## config.mk

```make
export PLATFORM = sky130hd
export DESIGN_NAME = dht11_frame_receiver_flat
export DESIGN_NICKNAME = d
export VERILOG_FILES = /design/src/rtl/dht11_pkg.sv /design/src/rtl/dht11_frame_receiver_if.sv /design/src/rtl/dht11_line_sync.sv /design/src/rtl/dht11_frame_receiver.sv /design/src/flat_wrapper.sv
export SDC_FILE = /design/constraint.sdc
export NUM_CORES = 1
export LEC_CHECK = 0
export BUFFER_PORTS_ARGS = -buffer_cell sky130_fd_sc_hd__buf_2
export CAP_MARGIN = 20
export CORE_AREA = 2 2 99 101
export CTS_CLUSTER_DIAMETER = 150
export DETAILED_ROUTE_END_ITERATION = 10
export DIE_AREA = 0 0 101 103
export GPL_TIMING_DRIVEN = 0
export PLACE_DENSITY = 0.69
export SLEW_MARGIN = 10
export SYNTH_ARGS = -nofsm -noshare
export SYNTH_HDL_FRONTEND = slang
export SYNTH_SLANG_ARGS = --single-unit
```

## constraint.sdc

```tcl
create_clock -name clk -period 5.82 [get_ports clk]
set_input_delay 1.164 -clock clk [delete_from_list [all_inputs] [get_ports clk]]
set_output_delay 1.164 -clock clk [all_outputs]
set_load 0.03 [all_outputs]
```

## src/rtl/dht11_pkg.sv

```systemverilog
// rtl/dht11_pkg.sv - shared state encoding, frame constants and helpers for the DHT11 receiver
package dht11_pkg;

  typedef enum logic [2:0] {
    ST_IDLE,
    ST_WAIT_RESP,
    ST_RESP_LOW,
    ST_RESP_HIGH,
    ST_BIT_LOW,
    ST_BIT_HIGH,
    ST_CHECK
  } state_e;

  localparam int FRAME_BITS    = 40;
  localparam int BIT_IDX_W     = 6;
  localparam int BYTE_HUM_INT  = 0;
  localparam int BYTE_HUM_DEC  = 1;
  localparam int BYTE_TEMP_INT = 2;
  localparam int BYTE_TEMP_DEC = 3;
  localparam int BYTE_CHKSUM   = 4;

  // Byte 0 is the first byte on the wire, i.e. the most significant byte of the shift register.
  function automatic logic [7:0] frame_byte(input logic [FRAME_BITS-1:0] f, input int idx);
    return f[FRAME_BITS-1-8*idx -: 8];
  endfunction

  function automatic logic [7:0] checksum8(input logic [FRAME_BITS-1:0] f);
    logic [7:0] s;
    s = frame_byte(f, BYTE_HUM_INT) + frame_byte(f, BYTE_HUM_DEC)
      + frame_byte(f, BYTE_TEMP_INT) + frame_byte(f, BYTE_TEMP_DEC);
    return s;
  endfunction

endpackage

```

## src/rtl/dht11_frame_receiver_if.sv

```systemverilog
// rtl/dht11_frame_receiver_if.sv - start/line inputs and decoded frame outputs of the DHT11 receiver
interface dht11_frame_receiver_if;

  logic       start;
  logic       dht_in;
  logic [7:0] hum_int;
  logic [7:0] hum_dec;
  logic [7:0] temp_int;
  logic [7:0] temp_dec;
  logic       valid;
  logic       chk_err;
  logic       tmo_err;
  logic       busy;

  modport master (
    output start, dht_in,
    input  hum_int, hum_dec, temp_int, temp_dec, valid, chk_err, tmo_err, busy
  );

  modport slave (
    input  start, dht_in,
    output hum_int, hum_dec, temp_int, temp_dec, valid, chk_err, tmo_err, busy
  );

endinterface

```

## src/rtl/dht11_line_sync.sv

```systemverilog
// rtl/dht11_line_sync.sv - two-flop synchronizer with registered rise/fall pulses for a single-wire line
module dht11_line_sync (
  input  logic clk,
  input  logic rst,
  input  logic line_in,
  output logic line_s,
  output logic rise,
  output logic fall
);

  logic sync1_q, sync1_d;
  logic sync2_q, sync2_d;
  logic rise_q, rise_d;
  logic fall_q, fall_d;

  // Edges are registered together with sync2 so a pulse lines up with the new level.
  always_comb begin
    sync1_d = line_in;
    sync2_d = sync1_q;
    rise_d  = sync1_q & ~sync2_q;
    fall_d  = ~sync1_q & sync2_q;
  end

  // The bus idles high through its pull-up, so resetting high avoids a spurious fall.
  always_ff @(posedge clk) begin
    if (rst) begin
      sync1_q <= 1'b1;
      sync2_q <= 1'b1;
      rise_q  <= 1'b0;
      fall_q  <= 1'b0;
    end else begin
      sync1_q <= sync1_d;
      sync2_q <= sync2_d;
      rise_q  <= rise_d;
      fall_q  <= fall_d;
    end
  end

  assign line_s = sync2_q;
  assign rise   = rise_q;
  assign fall   = fall_q;

endmodule

```

## src/rtl/dht11_frame_receiver.sv

```systemverilog
// rtl/dht11_frame_receiver.sv - checks the DHT11 response preamble, decodes the 40-bit frame and verifies its checksum
module dht11_frame_receiver
  import dht11_pkg::*;
#(
  parameter int RESP_MIN_CYC    = 6,
  parameter int BIT1_THRESH_CYC = 5,
  parameter int TIMEOUT_CYC     = 20,
  parameter int CNT_W           = 8
) (
  input logic                    clk,
  input logic                    rst,
  dht11_frame_receiver_if.slave  bus
);

  localparam logic [CNT_W-1:0] RESP_MIN = CNT_W'(RESP_MIN_CYC);
  localparam logic [CNT_W-1:0] BIT1_THR = CNT_W'(BIT1_THRESH_CYC);
  localparam logic [CNT_W-1:0] TMO      = CNT_W'(TIMEOUT_CYC);
  localparam logic [BIT_IDX_W-1:0] LAST_BIT = BIT_IDX_W'(FRAME_BITS - 1);

  logic line_s, line_rise, line_fall;

  dht11_line_sync u_line_sync (
    .clk     (clk),
    .rst     (rst),
    .line_in (bus.dht_in),
    .line_s  (line_s),
    .rise    (line_rise),
    .fall    (line_fall)
  );

  state_e                 state_q, state_d;
  logic [CNT_W-1:0]       cnt_q, cnt_d, cnt_inc;
  logic [BIT_IDX_W-1:0]   bit_idx_q, bit_idx_d;
  logic [FRAME_BITS-1:0]  shift_q, shift_d;
  logic [7:0]             hum_int_q, hum_int_d;
  logic [7:0]             hum_dec_q, hum_dec_d;
  logic [7:0]             temp_int_q, temp_int_d;
  logic [7:0]             temp_dec_q, temp_dec_d;
  logic                   valid_q, valid_d;
  logic                   chk_err_q, chk_err_d;
  logic                   tmo_err_q, tmo_err_d;
  logic                   busy_q, busy_d;
  logic                   timed_out;

  always_comb begin
    cnt_inc    = (cnt_q >= TMO) ? TMO : cnt_q + 1'b1;
    timed_out  = (cnt_q >= TMO);
    state_d    = state_q;
    cnt_d      = cnt_inc;
    bit_idx_d  = bit_idx_q;
    shift_d    = shift_q;
    hum_int_d  = hum_int_q;
    hum_dec_d  = hum_dec_q;
    temp_int_d = temp_int_q;
    temp_dec_d = temp_dec_q;
    valid_d    = 1'b0;
    chk_err_d  = 1'b0;
    tmo_err_d  = 1'b0;
    // busy covers the strobe cycle and drops the cycle after it
    busy_d     = busy_q & ~(valid_q | chk_err_q | tmo_err_q);

    case (state_q)
      ST_IDLE: begin
        cnt_d = '0;
        if (bus.start && !busy_q) begin
          state_d   = ST_WAIT_RESP;
          busy_d    = 1'b1;
          bit_idx_d = '0;
          shift_d   = '0;
        end
      end
      ST_WAIT_RESP: begin
        if (line_fall) begin
          state_d = ST_RESP_LOW;
          cnt_d   = '0;
        end
      end
      ST_RESP_LOW: begin
        if (line_s) cnt_d = cnt_q;
        if (line_rise) begin
          cnt_d = '0;
          if (cnt_q >= RESP_MIN) begin
            state_d = ST_RESP_HIGH;
          end else begin
            state_d   = ST_IDLE;
            tmo_err_d = 1'b1;
          end
        end
      end
      ST_RESP_HIGH: begin
        if (!line_s) cnt_d = cnt_q;
        if (line_fall) begin
          cnt_d = '0;
          if (cnt_q >= RESP_MIN) begin
            state_d = ST_BIT_LOW;
          end else begin
            state_d   = ST_IDLE;
            tmo_err_d = 1'b1;
          end
        end
      end
      ST_BIT_LOW: begin
        if (line_rise) begin
          state_d = ST_BIT_HIGH;
          cnt_d   = '0;
        end
      end
      ST_BIT_HIGH: begin
        if (!line_s) cnt_d = cnt_q;
        if (line_fall) begin
          cnt_d   = '0;
          shift_d = {shift_q[FRAME_BITS-2:0], (cnt_q >= BIT1_THR)};
          if (bit_idx_q == LAST_BIT) begin
            state_d = ST_CHECK;
          end else begin
            state_d   = ST_BIT_LOW;
            bit_idx_d = bit_idx_q + 1'b1;
          end
        end
      end
      ST_CHECK: begin
        cnt_d   = '0;
        state_d = ST_IDLE;
        if (checksum8(shift_q) == frame_byte(shift_q, BYTE_CHKSUM)) begin
          hum_int_d  = frame_byte(shift_q, BYTE_HUM_INT);
          hum_dec_d  = frame_byte(shift_q, BYTE_HUM_DEC);
          temp_int_d = frame_byte(shift_q, BYTE_TEMP_INT);
          temp_dec_d = frame_byte(shift_q, BYTE_TEMP_DEC);
          valid_d    = 1'b1;
        end else begin
          chk_err_d = 1'b1;
        end
      end
      default: begin
        state_d = ST_IDLE;
        cnt_d   = '0;
      end
    endcase

    // A phase that runs to the limit overrides whatever the line did this cycle.
    if (timed_out && state_q != ST_IDLE && state_q != ST_CHECK) begin
      state_d   = ST_IDLE;
      cnt_d     = '0;
      tmo_err_d = 1'b1;
    end
  end

  always_ff @(posedge clk) begin
    if (rst) begin
      state_q    <= ST_IDLE;
      cnt_q      <= '0;
      bit_idx_q  <= '0;
      shift_q    <= '0;
      hum_int_q  <= 8'h00;
      hum_dec_q  <= 8'h00;
      temp_int_q <= 8'h00;
      temp_dec_q <= 8'h00;
      valid_q    <= 1'b0;
      chk_err_q  <= 1'b0;
      tmo_err_q  <= 1'b0;
      busy_q     <= 1'b0;
    end else begin
      state_q    <= state_d;
      cnt_q      <= cnt_d;
      bit_idx_q  <= bit_idx_d;
      shift_q    <= shift_d;
      hum_int_q  <= hum_int_d;
      hum_dec_q  <= hum_dec_d;
      temp_int_q <= temp_int_d;
      temp_dec_q <= temp_dec_d;
      valid_q    <= valid_d;
      chk_err_q  <= chk_err_d;
      tmo_err_q  <= tmo_err_d;
      busy_q     <= busy_d;
    end
  end

  assign bus.hum_int  = hum_int_q;
  assign bus.hum_dec  = hum_dec_q;
  assign bus.temp_int = temp_int_q;
  assign bus.temp_dec = temp_dec_q;
  assign bus.valid    = valid_q;
  assign bus.chk_err  = chk_err_q;
  assign bus.tmo_err  = tmo_err_q;
  assign bus.busy     = busy_q;

endmodule
```

## src/flat_wrapper.sv

```systemverilog
// flat-port wrapper written by rule: the top's interface ports become plain ports
module dht11_frame_receiver_flat import dht11_pkg::*;
#(
  parameter int RESP_MIN_CYC    = 6,
  parameter int BIT1_THRESH_CYC = 5,
  parameter int TIMEOUT_CYC     = 20,
  parameter int CNT_W           = 8
)
  (clk, rst, bus_start, bus_dht_in, bus_hum_int, bus_hum_dec, bus_temp_int, bus_temp_dec, bus_valid, bus_chk_err, bus_tmo_err, bus_busy);
  dht11_frame_receiver_if bus_i ();
  input logic clk;
  input logic rst;
  input wire logic [$bits(bus_i.start)-1:0] bus_start;
  input wire logic [$bits(bus_i.dht_in)-1:0] bus_dht_in;
  output wire logic [$bits(bus_i.hum_int)-1:0] bus_hum_int;
  output wire logic [$bits(bus_i.hum_dec)-1:0] bus_hum_dec;
  output wire logic [$bits(bus_i.temp_int)-1:0] bus_temp_int;
  output wire logic [$bits(bus_i.temp_dec)-1:0] bus_temp_dec;
  output wire logic [$bits(bus_i.valid)-1:0] bus_valid;
  output wire logic [$bits(bus_i.chk_err)-1:0] bus_chk_err;
  output wire logic [$bits(bus_i.tmo_err)-1:0] bus_tmo_err;
  output wire logic [$bits(bus_i.busy)-1:0] bus_busy;
  assign bus_i.start = bus_start;
  assign bus_i.dht_in = bus_dht_in;
  assign bus_hum_int = bus_i.hum_int;
  assign bus_hum_dec = bus_i.hum_dec;
  assign bus_temp_int = bus_i.temp_int;
  assign bus_temp_dec = bus_i.temp_dec;
  assign bus_valid = bus_i.valid;
  assign bus_chk_err = bus_i.chk_err;
  assign bus_tmo_err = bus_i.tmo_err;
  assign bus_busy = bus_i.busy;
  dht11_frame_receiver #(.RESP_MIN_CYC(RESP_MIN_CYC), .BIT1_THRESH_CYC(BIT1_THRESH_CYC), .TIMEOUT_CYC(TIMEOUT_CYC), .CNT_W(CNT_W)) u_core (.clk(clk), .rst(rst), .bus(bus_i));
endmodule
```

## Yosys cells after proc, flatten, opt, wreduce, memory -nomap -nowiden

Cells that the tools add are included.
W data, S select, Z words.

| cells by class | value |
|---|---|
| bitwise logic cells | 9 |
| reduce and logical (&&, ||, !) cells | 15 |
| equality and inequality tests | 18 |
| $add $sub $neg | 5 |
| multiplexer cells | 34 |
| divide/modulo/power cells | 0 |
| multipliers | 0 |
| shift operators | 0 |
| order comparisons | 3 |

Operator list:

| operator | count |
|---|---|
| $mux W40 | 2 |
| $pmux W40 S2 | 1 |
| $mux W8 | 7 |
| $pmux W8 S4 | 1 |
| $add A8 B8 Y8 | 3 |
| $mux W3 | 7 |
| $mux W6 | 3 |
| $pmux W3 S6 | 1 |
| $ge A8 B3 Y1 const B | 2 |
| $ne A2 B2 Y1 const B | 6 |
| $pmux W6 S2 | 1 |
| $eq A3 B3 Y1 const B | 3 |
| $add A8 B1 Y8 const B | 1 |
| $eq A8 B8 Y1 | 1 |
| $ge A8 B5 Y1 const B | 1 |
| $mux W1 | 8 |
| $add A6 B1 Y6 const B | 1 |
| $eq A3 B2 Y1 const B | 2 |
| $eq A6 B6 Y1 const B | 1 |
| $ne A3 B3 Y1 const B | 2 |
| $reduce_and A6 Y1 | 1 |
| $reduce_or A2 Y1 | 3 |
| $mux W2 | 2 |
| $not A1 Y1 | 4 |
| 14 further kinds | 20 |

| storage, ports and cells | value |
|---|---|
| bits in latches | 0 |
| ROM bits | 0 |
| output and inout bits | 36 |
| register bits after elaboration | 97 |
| memories kept | 0 |
| RAM bits | 0 |
| logic and storage cells | 100 |

## Longest topological paths before layout

Gate-level depths: netlist of the first run.

| logic depth | value |
|---|---|
| word-level depth | 6 |
| depth in mapped cells | 13 |

## Modules after synthesis

From an unflattened synthesis of the first run, not the netlist that was laid out.

| second synthesis, totals | value |
|---|---|
| cells, all modules | 515 |
| area, all modules | 4717.0 µm² |

By module, submodules not included:

| module | instances | cells an instance | area an instance (µm²) |
|---|---|---|---|
| dht11_frame_receiver | 1 | 507 | 4609.4 |
| dht11_line_sync | 1 | 8 | 107.6 |

## Worst setup path after synthesis of the first run

Ideal clock, no wire load.

| timing | value |
|---|---|
| path kind | register to register |
| start | reg u_core.shift_q[9] |
| end | reg u_core.hum_dec_q[0] (netlist: u_core.bus.hum_dec[0]) |
| data required time | 5.748 ns |
| slack | 2.235 ns |
| arrival time | 3.513 ns |
| clock period less this slack | 3.585 ns |
| stages on the path, launching flop included | 14 |
| buffers on the path | 1 |
| setup time | 0.072 ns |
| cell sequence | dfxtp_1 -> fa_1 -> inv_1 -> fa_1 -> inv_1 -> ha_1 -> fa_1 -> a21o_1 -> a21oi_1 -> o21ai_1 -> xnor2_1 -> nor4_4 -> buf_6 -> mux2i_1 |

| on the way | value |
|---|---|
| longest elaborated chain between the ends | 3 |

RTL lines:

| what | line | text |
|---|---|---|
| from (decl) | dht11_frame_receiver.sv:34 | `logic [FRAME_BITS-1:0] shift_q, shift_d;` |
| from (signal assigned) | dht11_frame_receiver.sv:166 | `shift_q <= shift_d;` |
| $add A8 B8 Y8 | dht11_pkg.sv:30 | `+ frame_byte(f, BYTE_TEMP_INT) + frame_byte(f, BYTE_TEMP_DEC);` |
| $eq A8 B8 Y1 | dht11_frame_receiver.sv:124 | `if (checksum8(shift_q) == frame_byte(shift_q, BYTE_CHKSUM)) begin` |
| $reduce_and A2 Y1 (no source line) | -- |  |
| to (signal assigned) | dht11_frame_receiver.sv:168 | `hum_dec_q <= hum_dec_d;` |
| to (decl) | dht11_frame_receiver.sv:36 | `logic [7:0] hum_dec_q, hum_dec_d;` |

Every way passes these cells.
A chain may end at the register's enable or synchronous reset.

## Final worst setup path of the first run

| timing | value |
|---|---|
| start | reg u_core.shift_q[17] |
| end | reg u_core.hum_int_q[2] (netlist: u_core.bus.hum_int[2]) |

| on the way | value |
|---|---|
| longest elaborated chain between the ends | 4 |

RTL lines:

| what | line | text |
|---|---|---|
| $add A8 B8 Y8 (2 in series) | dht11_pkg.sv:30 |  |
| $eq A8 B8 Y1 | dht11_frame_receiver.sv:124 |  |
| $reduce_and A2 Y1 (no source line) | -- |  |
| to (signal assigned) | dht11_frame_receiver.sv:167 | `hum_int_q <= hum_int_d;` |
| to (decl) | dht11_frame_receiver.sv:35 | `logic [7:0] hum_int_q, hum_int_d;` |

Every way passes these cells.

==> results.py, run 1 <==
metrics = {
    "synthesis": {
        "synth_edf_count": 0,
        "synth_area_um2": 4690,
        "syn_inst": 519,
        "synth_area_leader_cell": "dfxtp_1",
        "synth_commonest_cells": "dfxtp_1, nand2b_1, a21oi_1",
        "yosysWarnings": 0,
        "yosys-top-cells-area": "dfxtp_1, nand2b_1, mux2i_1",
        "synth_flop_cell": "dfxtp_1",
        "synthMostInstantiatedCell": "dfxtp_1",
        "avgSynthCellArea_um2": 9.03,
        "ys_types": 49,
        "synth_top_area_share": 0.414,
        "yosysSeqAreaShare": 0.414,
        "async_flop_share": 0,
        "ys_ff_latch": 97,
    },
    "final_layout": {
        "finalInstanceArea_um2": 5210,
        "finish.utilization": 0.551,
        "nets": 600,
        "fillers": 890,
        "post_route_cells_drive_above_1_share": 0.116,
        "seqCellArea_um2": 1940,
        "antenna_cells": 0,
        "syn_to_final_growth_pct": 11.2,
        "multi_input_area_um2": 2530,
    },
    "cts": {
        "cts-buffers-inserted": 9,
        "cts_resized": 0,
        "postCtsHoldBufs": 0,
        "clk_latency_ns": 0.38,
        "post-cts-setup-buffer-count": 0,
        "cts.path.max_buffers": 2,
        "clk_pin_slew_worst_paths_ns": 0.10,
        "cts_root_buf": "clkbuf_8",
        "cts_tree": "done",
        "clock-sinks": 97,
        "cts-htree-levels": 3,
    },
    "power": {
        "leakage_nw": 1.98,
        "power_density_nw_per_um2": 223,
        "ir_drop_mv": 0.125,
        "total_power_w": 0.00116,
    },
    "worst_setup_path": {
        "cp.arrival_ns": 4.31,
        "worstPathCellList": "fa_1, inv_1, fa_1, inv_1, ha_1, fa_1, xor2_1, nor4_1, nand3_1, nor4_4, buf_6, mux2i_1",
        "crit_family": "adder cells",
        "cp_num_buf_inv": 3,
        "critical_path.most_common_cell": "fa_1",
        "worstReg2RegStart": "u_core.shift_q[17]$_SDFFE_PP0P_",
        "end_kind": "flop",
        "critical_path.max_stage_delay_ns": 0.56,
        "reg2reg_slack_ns": 1.81,
        "critPathLaunchType": "flop",
        "crit_type": "reg -> reg",
        "cp_slowest_cell": "nor4_4",
        "critPathLaunch": "u_core.shift_q[17]$_SDFFE_PP0P_",
        "crit_required_ns": 6.11,
        "critPathMaxFanout": 10,
    },
    "sta": {
        "tightest_slew_ns": 0.645,
        "timing.hold.ws_ns": 0.470,
        "fin_crit_sh": 0.689,
        "period_needed_ns": 4.01,
        "setup_violations": 0,
        "rsz0062_at_grt": "no",
        "max-slew-margin-rel": 0.566,
        "fin_skew_ns": 0.0162,
        "hold_violations": 0,
        "fmaxAchievable_mhz": 249,
        "slew_violations": 0,
        "fin_setup_tns_ns": 0,
    },
    "placement": {
        "gp_congestion": 0.867,
        "numPortBuffers": 38,
        "hpwl_mm": 7.66,
        "dpl-instance-area_um2": 5030,
    },
    "drt": {
        "ant_nets": 0,
        "routed_wl_mm": 10.2,
        "routedWlPerCell_um": 14.7,
        "dr.pass1.iters": 4,
        "drc": 0,
        "vias": 3725,
        "drt_iter0_drc": 118,
        "via_per_inst": 5.40,
    },
    "min_path": {
        "min_path_type": "reg -> reg",
        "hold_start": "u_core.u_line_sync.sync1_q$_SDFF_PP1_",
    },
    "die": {
        "start_util": 0.496,
        "die_y_um": 103,
        "std_cell_rows": 36,
        "io_pins": 40,
        "die_w_um": 101,
        "core_area_um2": 9460,
        "die_area_um2": 10400,
    },
    "global_route": {
        "grt_pass1_wl_mm": 16.3,
        "grt_max_degree": 17,
        "grtUsageTotal": 0.203,
        "overflow": 0,
        "grt_pass1_vias": 3366,
        "antenna_found_initial": 0,
    },
    "status": {
        "status": "complete, no violations",
    },
    "run": {
        "maxCapViolCount": 0,
    },
}
worst reg2reg max path: cells and delay by family (launching register included):
kind,cells,cell delay [ns]
adders and majority gates,4,1.70
xor gates and xnor gates,1,0.16
buffers and inverters,3,0.34
DFF,1,0.39
and+or+nand+nor,3,1.13
muxes,1,0.21
cell families after synthesis:
group,after synthesis,share of synthesized area
AOI/OAI and AO/OA,75,0.0905
xor gates and xnor gates,22,0.0411
adders and majority gates,25,0.0891
buffers and inverters,51,0.0483
DFF,97,0.414
muxes,33,0.0705
other,1,0.000800
and+or+nand+nor,215,0.246
final timing paths:
check,endpoint,depth (start not counted)
worst max-delay path,u_core.bus.hum_int[2]$_SDFFE_PP0P_,12
worst min-delay path,u_core.u_line_sync.line_s$_SDFF_PP1_,1
worst max register to register,u_core.bus.hum_int[2]$_SDFFE_PP0P_,12
worst min register to register,u_core.u_line_sync.line_s$_SDFF_PP1_,1
registers in the layout (all words and copies together) (netlist names), 3 cells and up:
signal and count:
u_core.bus.hum_dec 8, u_core.bus.temp_dec 8, u_core.bit_idx_q 6, u_core.state_q 3
u_core.bus.temp_int 8, u_core.cnt_q 8, u_core.shift_q 40, u_core.bus.hum_int 8
area by class of cell:
| type | count | share of cell area |
|---|---|---|
| buffer | 35 | 0.0319 |
| timing repair buffer | 39 | 0.0374 |
| sequential | 97 | 0.372 |
| clock buffer | 11 | 0.0271 |
| clock inverter | 5 | 0.00744 |
| inverter | 16 | 0.0115 |
| tap | 114 | 0.0274 |
| multi-input combinational | 373 | 0.485 |
layout by cell type, fill, tap and decap left out, drive strengths merged, types with 3 or more instances in the layout:
master | Yosys | layout
dfxtp | 97 | 97
nand2b | 57 | 57
a21oi | 53 | 53
nand2 | 49 | 49
nand3 | 44 | 44
buf | 6 | 44
clkbuf | 29 | 41
mux2i | 33 | 33
nor2 | 19 | 19
inv | 16 | 17
fa | 14 | 14
xnor2 | 13 | 13
nor3 | 11 | 11
ha | 11 | 11
xor2 | 9 | 9
or2b | 9 | 9
o21ai | 7 | 7
nor4 | 4 | 4
or2 | 3 | 3
nor2b | 3 | 3
nor3b | 3 | 3
conb | 1 | 3
clkinv | 0 | 3
through the flow:
step	worst slack [ns]	cells
after floorplan	2.24	521
after global placement	1.88	673
after detailed placement	1.82	673
after CTS	1.80	689
after global routing	1.54	690
final	1.81	690
per-layer routing:
| metal | routed length, µm | part of all wire | global-route usage | vias to the layer above |
|---|---|---|---|---|
| li1 | - | - | - | 1850 |
| met1 | 4840 | 0.48 | 0.266 | 1779 |
| met2 | 4710 | 0.46 | 0.331 | 81 |
| met3 | 389 | 0.038 | 0.0312 | 15 |
| met4 | 233 | 0.023 | 0.0956 | 0 |
| met5 | 0 | 0 | 0 | - |
where the power goes:
group / internal [W] / switching, W
combinational: 0.0000227 / 0.0000483
sequential: 0.000670 / 0.00000501
clock: 0.000170 / 0.000246
No activity file was read; power rests on OpenSTA's default activity.
==> run 2, diff against run 1 <==
PLACE_DENSITY = 0.72   (was 0.69)
clock period = 3.3 ns   (was 5.82 ns; I/O delays follow)
==> run 2 against run 1 <==
The run now ends with negative setup slack left. Critical path depth grew 2. Clock power grew 96%. Die area is the same. Via count grew 0.94%. Cell area grew 3.8%. Critical endpoint is now u_core.bus.temp_int[0]$_SDFFE_PP0P_. Largest power group unchanged. Flip-flop and latch count is the same. Largest cell class unchanged. Fmax grew 9.1%. Hold slack lost 0.0076 ns. Highest routed layer unchanged. Worst setup slack lost 2.2 ns.
==> results.py, run 2 (synthesis results as in run 1) <==
metrics = {
    "sta": {
        "tightest_slew_ns": 0.595,
        "max-slew-margin-rel": 0.603,
        "hold_violations": 0,
        "timing.hold.ws_ns": 0.463,
        "rsz0062_at_grt": "yes",
        "fmaxAchievable_mhz": 272,
        "period_needed_ns": 3.68,
        "worst_slack_ns": -0.376,
        "setup_violations": 34,
        "fin_crit_sh": 1.11,
        "fin_setup_tns_ns": -11.03,
        "slew_violations": 0,
        "fin_skew_ns": 0.0139,
    },
    "drt": {
        "via_per_inst": 5.38,
        "drc": 0,
        "drt_iter0_drc": 159,
        "dr.pass1.iters": 4,
        "routedWlPerCell_um": 14.9,
        "vias": 3760,
        "ant_nets": 0,
        "routed_wl_mm": 10.4,
    },
    "final_layout": {
        "nets": 609,
        "largest_reg_flops": 40,
        "final_cell_mix": "dfxtp_1, nand2b_1, a21oi_1",
        "antenna_cells": 0,
        "fillers": 832,
        "syn_to_final_growth_pct": 15.4,
        "finish.utilization": 0.572,
        "final_common_cell": "dfxtp_1",
        "largest_register": "u_core.shift_q",
        "post_route_cells_drive_above_1_share": 0.154,
    },
    "cts": {
        "cts.path.max_buffers": 2,
        "postCtsHoldBufs": 0,
        "cts-htree-levels": 3,
        "clock-sinks": 97,
        "cts_tree": "done",
        "cts-buffers-inserted": 9,
        "clk_pin_slew_worst_paths_ns": 0.10,
        "clk_latency_ns": 0.37,
        "cts_root_buf": "clkbuf_8",
    },
    "worst_setup_path": {
        "cp.arrival_ns": 3.97,
        "end_kind": "flop",
        "crit_type": "reg -> reg",
        "critPathLaunchType": "flop",
        "crit_required_ns": 3.59,
        "critPathMaxFanout": 10,
    },
    "die": {
        "io_pins": 40,
        "core_area_um2": 9460,
        "std_cell_rows": 36,
        "die_y_um": 103,
        "die_w_um": 101,
        "die_area_um2": 10400,
        "start_util": 0.496,
    },
    "min_path": {
        "min_path_type": "reg -> reg",
    },
    "global_route": {
        "grt_pass1_vias": 3544,
        "overflow": 0,
        "grt_pass1_wl_mm": 17.0,
        "grtUsageTotal": 0.209,
        "antenna_found_initial": 0,
        "grt_max_degree": 19,
    },
    "power": {
        "total_power_w": 0.00213,
        "leakage_nw": 2.07,
        "ir_drop_mv": 0.260,
        "power_density_nw_per_um2": 393,
    },
    "status": {
        "status": "finished with violations",
        "violations": "negative setup slack",
    },
    "placement": {
        "numPortBuffers": 38,
        "hpwl_mm": 7.65,
        "gp_congestion": 0.848,
        "post-place-ws_ns": -0.694,
    },
    "run": {
        "maxCapViolCount": 0,
    },
}
run 2: changes by cell type in the layout (fill, tap and decap cells not counted), sizes merged:
cell,delta
buf,+9
bufinv,+1
clkbuf,-2
clkinv,-1
clkinvlp,-1
inv,+3
run 2: timing repair:
action                                  CTS  global route
pin swaps                                 3             4
buffers inserted                          3             6
hold endpoints to repair                  0             0
gates resized for setup                  15             4
cloned                                    0             0
endpoints found under the setup margin   34            34
run 2: report_power, final:
part | switching [W] | leakage, nW | internal, W
clock network | 0.000447 | 0.108 | 0.000367
registers | 0.00000920 | 0.785 | 0.00118
logic | 0.0000850 | 1.17 | 0.0000400
run 2: worst max-delay path: stages, from the launching register on:
cell	delay [ns]
dfxtp_4	0.37
fa_1	0.54
inv_1	0.05
fa_1	0.49
inv_2	0.05
ha_4	0.16
fa_2	0.38
a21o_1	0.20
a21oi_2	0.20
o21ai_2	0.11
xnor2_2	0.18
nor4_4	0.30
buf_6	0.20
buf_12	0.15
mux2i_2	0.21
run 2: worst paths after layout:
kind	to	from	cells past startpoint	slack [ns]
hold / removal	u_core.u_line_sync.line_s$_SDFF_PP1_	u_core.u_line_sync.sync1_q$_SDFF_PP1_	1	0.46
setup reg to reg	u_core.bus.temp_int[0]$_SDFFE_PP0P_	u_core.shift_q[25]$_SDFFE_PP0P_	14	-0.38
hold reg to reg	u_core.u_line_sync.line_s$_SDFF_PP1_	u_core.u_line_sync.sync1_q$_SDFF_PP1_	1	0.46
setup / recovery	u_core.bus.temp_int[0]$_SDFFE_PP0P_	u_core.shift_q[25]$_SDFFE_PP0P_	14	-0.38
run 2: layer usage:
metal,global-route usage,part of all wire,vias to the layer above
li1,-,-,1858
met1,0.261,0.44,1798
met2,0.363,0.50,90
met3,0.0407,0.048,14
met4,0.0696,0.015,0
met5,0,0,-
run 2: metrics by stage:
stage          cells  area, µm²
6_report         699       5410
5_1_grt          699       5410
4_1_cts          692       5350
3_5_place_dp     673       5050
3_3_place_gp     673       5050
2_1_floorplan    521       4710
run 2: layout make-up:
cell class | instances | area (µm²) | area share
clock buffer | 9 | 124 | 0.0229
inverter | 16 | 60.1 | 0.0111
buffer | 35 | 193 | 0.0356
tap | 114 | 143 | 0.0264
clock inverter | 7 | 83.8 | 0.0155
multi-input combinational | 373 | 2590 | 0.478
timing repair buffer | 48 | 274 | 0.0506
sequential | 97 | 1950 | 0.360
==> run 3, diff against run 2 <==
REMOVE_ABC_BUFFERS = 1   (was unset)
==> run 3 against run 2 <==
Non-clock buffer count shrank 28. Critical path type unchanged. The run still ends with negative setup slack left. Fmax grew 2.4%. Cell area shrank 1.2%. Die area is the same.
==> results.py, run 3 (synthesis results as in run 1) <==
metrics = {
    "status": {
        "status": "finished with violations",
        "violations": "negative setup slack",
    },
    "die": {
        "io_pins": 40,
        "start_util": 0.496,
        "die_y_um": 103,
        "die_area_um2": 10400,
        "core_area_um2": 9460,
        "die_w_um": 101,
        "std_cell_rows": 36,
    },
    "cts": {
        "cts-buffers-inserted": 9,
        "cts_root_buf": "clkbuf_8",
        "clk_pin_slew_worst_paths_ns": 0.10,
        "postCtsHoldBufs": 0,
        "clk_latency_ns": 0.37,
        "clock-sinks": 97,
        "cts_tree": "done",
        "cts.path.max_buffers": 2,
        "cts-htree-levels": 3,
    },
    "final_layout": {
        "final_cell_mix": "dfxtp_1, nand2b_1, a21oi_1",
        "final_common_cell": "dfxtp_1",
        "fillers": 857,
        "antenna_cells": 0,
        "syn_to_final_growth_pct": 14.1,
        "finish.utilization": 0.565,
        "post_route_cells_drive_above_1_share": 0.180,
        "finalInstanceArea_um2": 5350,
        "stdcell_count": 671,
        "nets": 581,
        "largest_reg_flops": 40,
        "largest_register": "u_core.shift_q",
    },
    "power": {
        "p_int_w": 0.00151,
        "seqPwrFrac": 0.591,
        "ir_drop_mv": 0.177,
        "p_switching_w": 0.000510,
        "leakage_nw": 2.05,
        "total_power_w": 0.00202,
        "comb_power_share": 0.052,
        "clock_power_share": 0.357,
        "swShare": 0.252,
        "power_density_nw_per_um2": 378,
    },
    "global_route": {
        "overflow": 0,
        "antenna_found_initial": 0,
        "grt_max_degree": 61,
        "grt_pass1_vias": 3450,
        "grt_pass1_wl_mm": 15.9,
        "grtUsageTotal": 0.193,
    },
    "worst_setup_path": {
        "worstReg2RegStart": "u_core.shift_q[25]$_SDFFE_PP0P_",
        "crit_cells": 13,
        "crit_family": "adder cells",
        "end_kind": "flop",
        "reg2reg_slack_ns": -0.29,
        "critPathLaunchType": "flop",
        "critical_path.max_stage_delay_ns": 0.56,
        "reg2regPathDepth": 13,
        "crit_type": "reg -> reg",
        "cp_num_buf_inv": 4,
        "critPathMaxFanout": 4,
        "worstPathCellList": "fa_1, inv_2, fa_1, inv_2, ha_4, fa_2, xor2_2, nor4_2, nand3_2, nor4_4, buf_4, buf_6, mux2i_1",
        "cp_slowest_cell": "fa_1",
        "cp.arrival_ns": 3.90,
        "crit_required_ns": 3.60,
        "r2r-end": "u_core.bus.hum_int[4]$_SDFFE_PP0P_",
    },
    "drt": {
        "via_per_inst": 5.35,
        "drt_iter0_drc": 217,
        "vias": 3590,
        "dr.pass1.iters": 4,
        "drc": 0,
        "routed_wl_mm": 9.16,
        "routedWlPerCell_um": 13.7,
        "ant_nets": 0,
    },
    "placement": {
        "dpl-instance-area_um2": 4940,
        "place_inst": 643,
        "hpwl_mm": 5.86,
        "numPortBuffers": 39,
        "gp_congestion": 0.786,
    },
    "sta": {
        "fmaxAchievable_mhz": 278,
        "hold_violations": 0,
        "period_needed_ns": 3.59,
        "setup_violations": 34,
        "tightest_slew_ns": 0.993,
        "worst_slack_ns": -0.291,
        "max-slew-margin-rel": 0.332,
        "slew_violations": 0,
        "fin_skew_ns": 0.0120,
        "fin_crit_sh": 1.09,
        "rsz0062_at_grt": "yes",
    },
    "min_path": {
        "whs_endpoint": "u_core.u_line_sync.line_s$_SDFF_PP1_",
        "min_path_type": "reg -> reg",
        "hold_depth": 1,
        "hold_start": "u_core.u_line_sync.sync1_q$_SDFF_PP1_",
    },
    "run": {
        "maxCapViolCount": 0,
    },
}
-- run 3: changes by cell type in the layout (fill, tap and decap cells not counted), moves of 2 or more --
cell,delta
nand3_2,+2
inv_8,-2
clkbuf_1,-29
buf_4,+2
nand3_1,-2
clkinvlp_4,+2
-- run 3: worst register-to-register path, delay by kind of cell (launching register included) --
family	cells	cell delay, ns
adder cells (fa/ha/maj)	4	1.74
XOR/XNOR	1	0.08
multiplexers	1	0.18
flip-flops	1	0.34
buffers and inverters	4	0.47
AND/OR/NAND/NOR	3	0.71
-- run 3: per-stage QoR --
step / setup WS [ns] / setup TNS [ns] / hold slack [ns]
after floorplan: -1.34 / -42.72 / 0.419
after global placement: -2.07 / -66.12 / 0.428
after detailed placement: -0.850 / -22.77 / 0.438
after CTS: -0.448 / -13.96 / 0.450
after global routing: -0.440 / -13.36 / 0.467
final: -0.291 / -8.35 / 0.453
-- run 3: how the worst max path moves through the flow --
| stage | from | end | slack [ns] |
|---|---|---|---|
| after floorplan | u_core.shift_q[9]$_SDFFE_PP0P_ | u_core.bus.hum_dec[0]$_SDFFE_PP0P_ | -1.34 |
| after global placement | u_core.shift_q[9]$_SDFFE_PP0P_ | u_core.bus.temp_int[7]$_SDFFE_PP0P_ | -2.07 |
| after detailed placement | u_core.shift_q[9]$_SDFFE_PP0P_ | u_core.bus.hum_dec[1]$_SDFFE_PP0P_ | -0.85 |
| after CTS | u_core.shift_q[25]$_SDFFE_PP0P_ | u_core.bus.hum_int[4]$_SDFFE_PP0P_ | -0.45 |
| after global routing | u_core.shift_q[25]$_SDFFE_PP0P_ | u_core.bus.hum_dec[4]$_SDFFE_PP0P_ | -0.44 |
| final | u_core.shift_q[25]$_SDFFE_PP0P_ | u_core.bus.hum_int[4]$_SDFFE_PP0P_ | -0.29 |
-- run 3: final cells by class --
type,instances,area [µm²],share of cell area
Sequential cell,97,1950,0.364
Clock inverter,6,42.5,0.00796
Tap cell,114,143,0.0267
Multi-Input combinational cell,373,2620,0.490
Inverter,16,60.1,0.0112
Clock buffer,10,138,0.0257
Timing Repair Buffer,55,394,0.0737
-- run 3: what timing repair did --
action / CTS / global route
buffers inserted: 13 / 2
setup endpoints to repair: 34 / 34
cloned: 2 / 0
pin swaps: 11 / 7
resized for setup: 26 / 9
-- run 3: layer usage --
layer / vias up / global-route usage / part of all wire
li1: 1808 / - / -
met3: 11 / 0.0549 / 0.042
met4: 0 / 0.0696 / 0.014
met2: 67 / 0.315 / 0.49
met5: - / 0 / 0
met1: 1704 / 0.245 / 0.46
-- run 3: power groups by stage --
stage / sequential (W) / combinational, W / clock [W]
4_1_cts: 0.00119 / 0.000104 / 0.000742
3_3_place_gp: 0.00122 / 0.000100 / 0
5_1_grt: 0.00120 / 0.000118 / 0.000794
6_report: 0.00119 / 0.000105 / 0.000721
3_5_place_dp: 0.00122 / 0.000104 / 0
2_1_floorplan: 0.00122 / 0.0000589 / 0
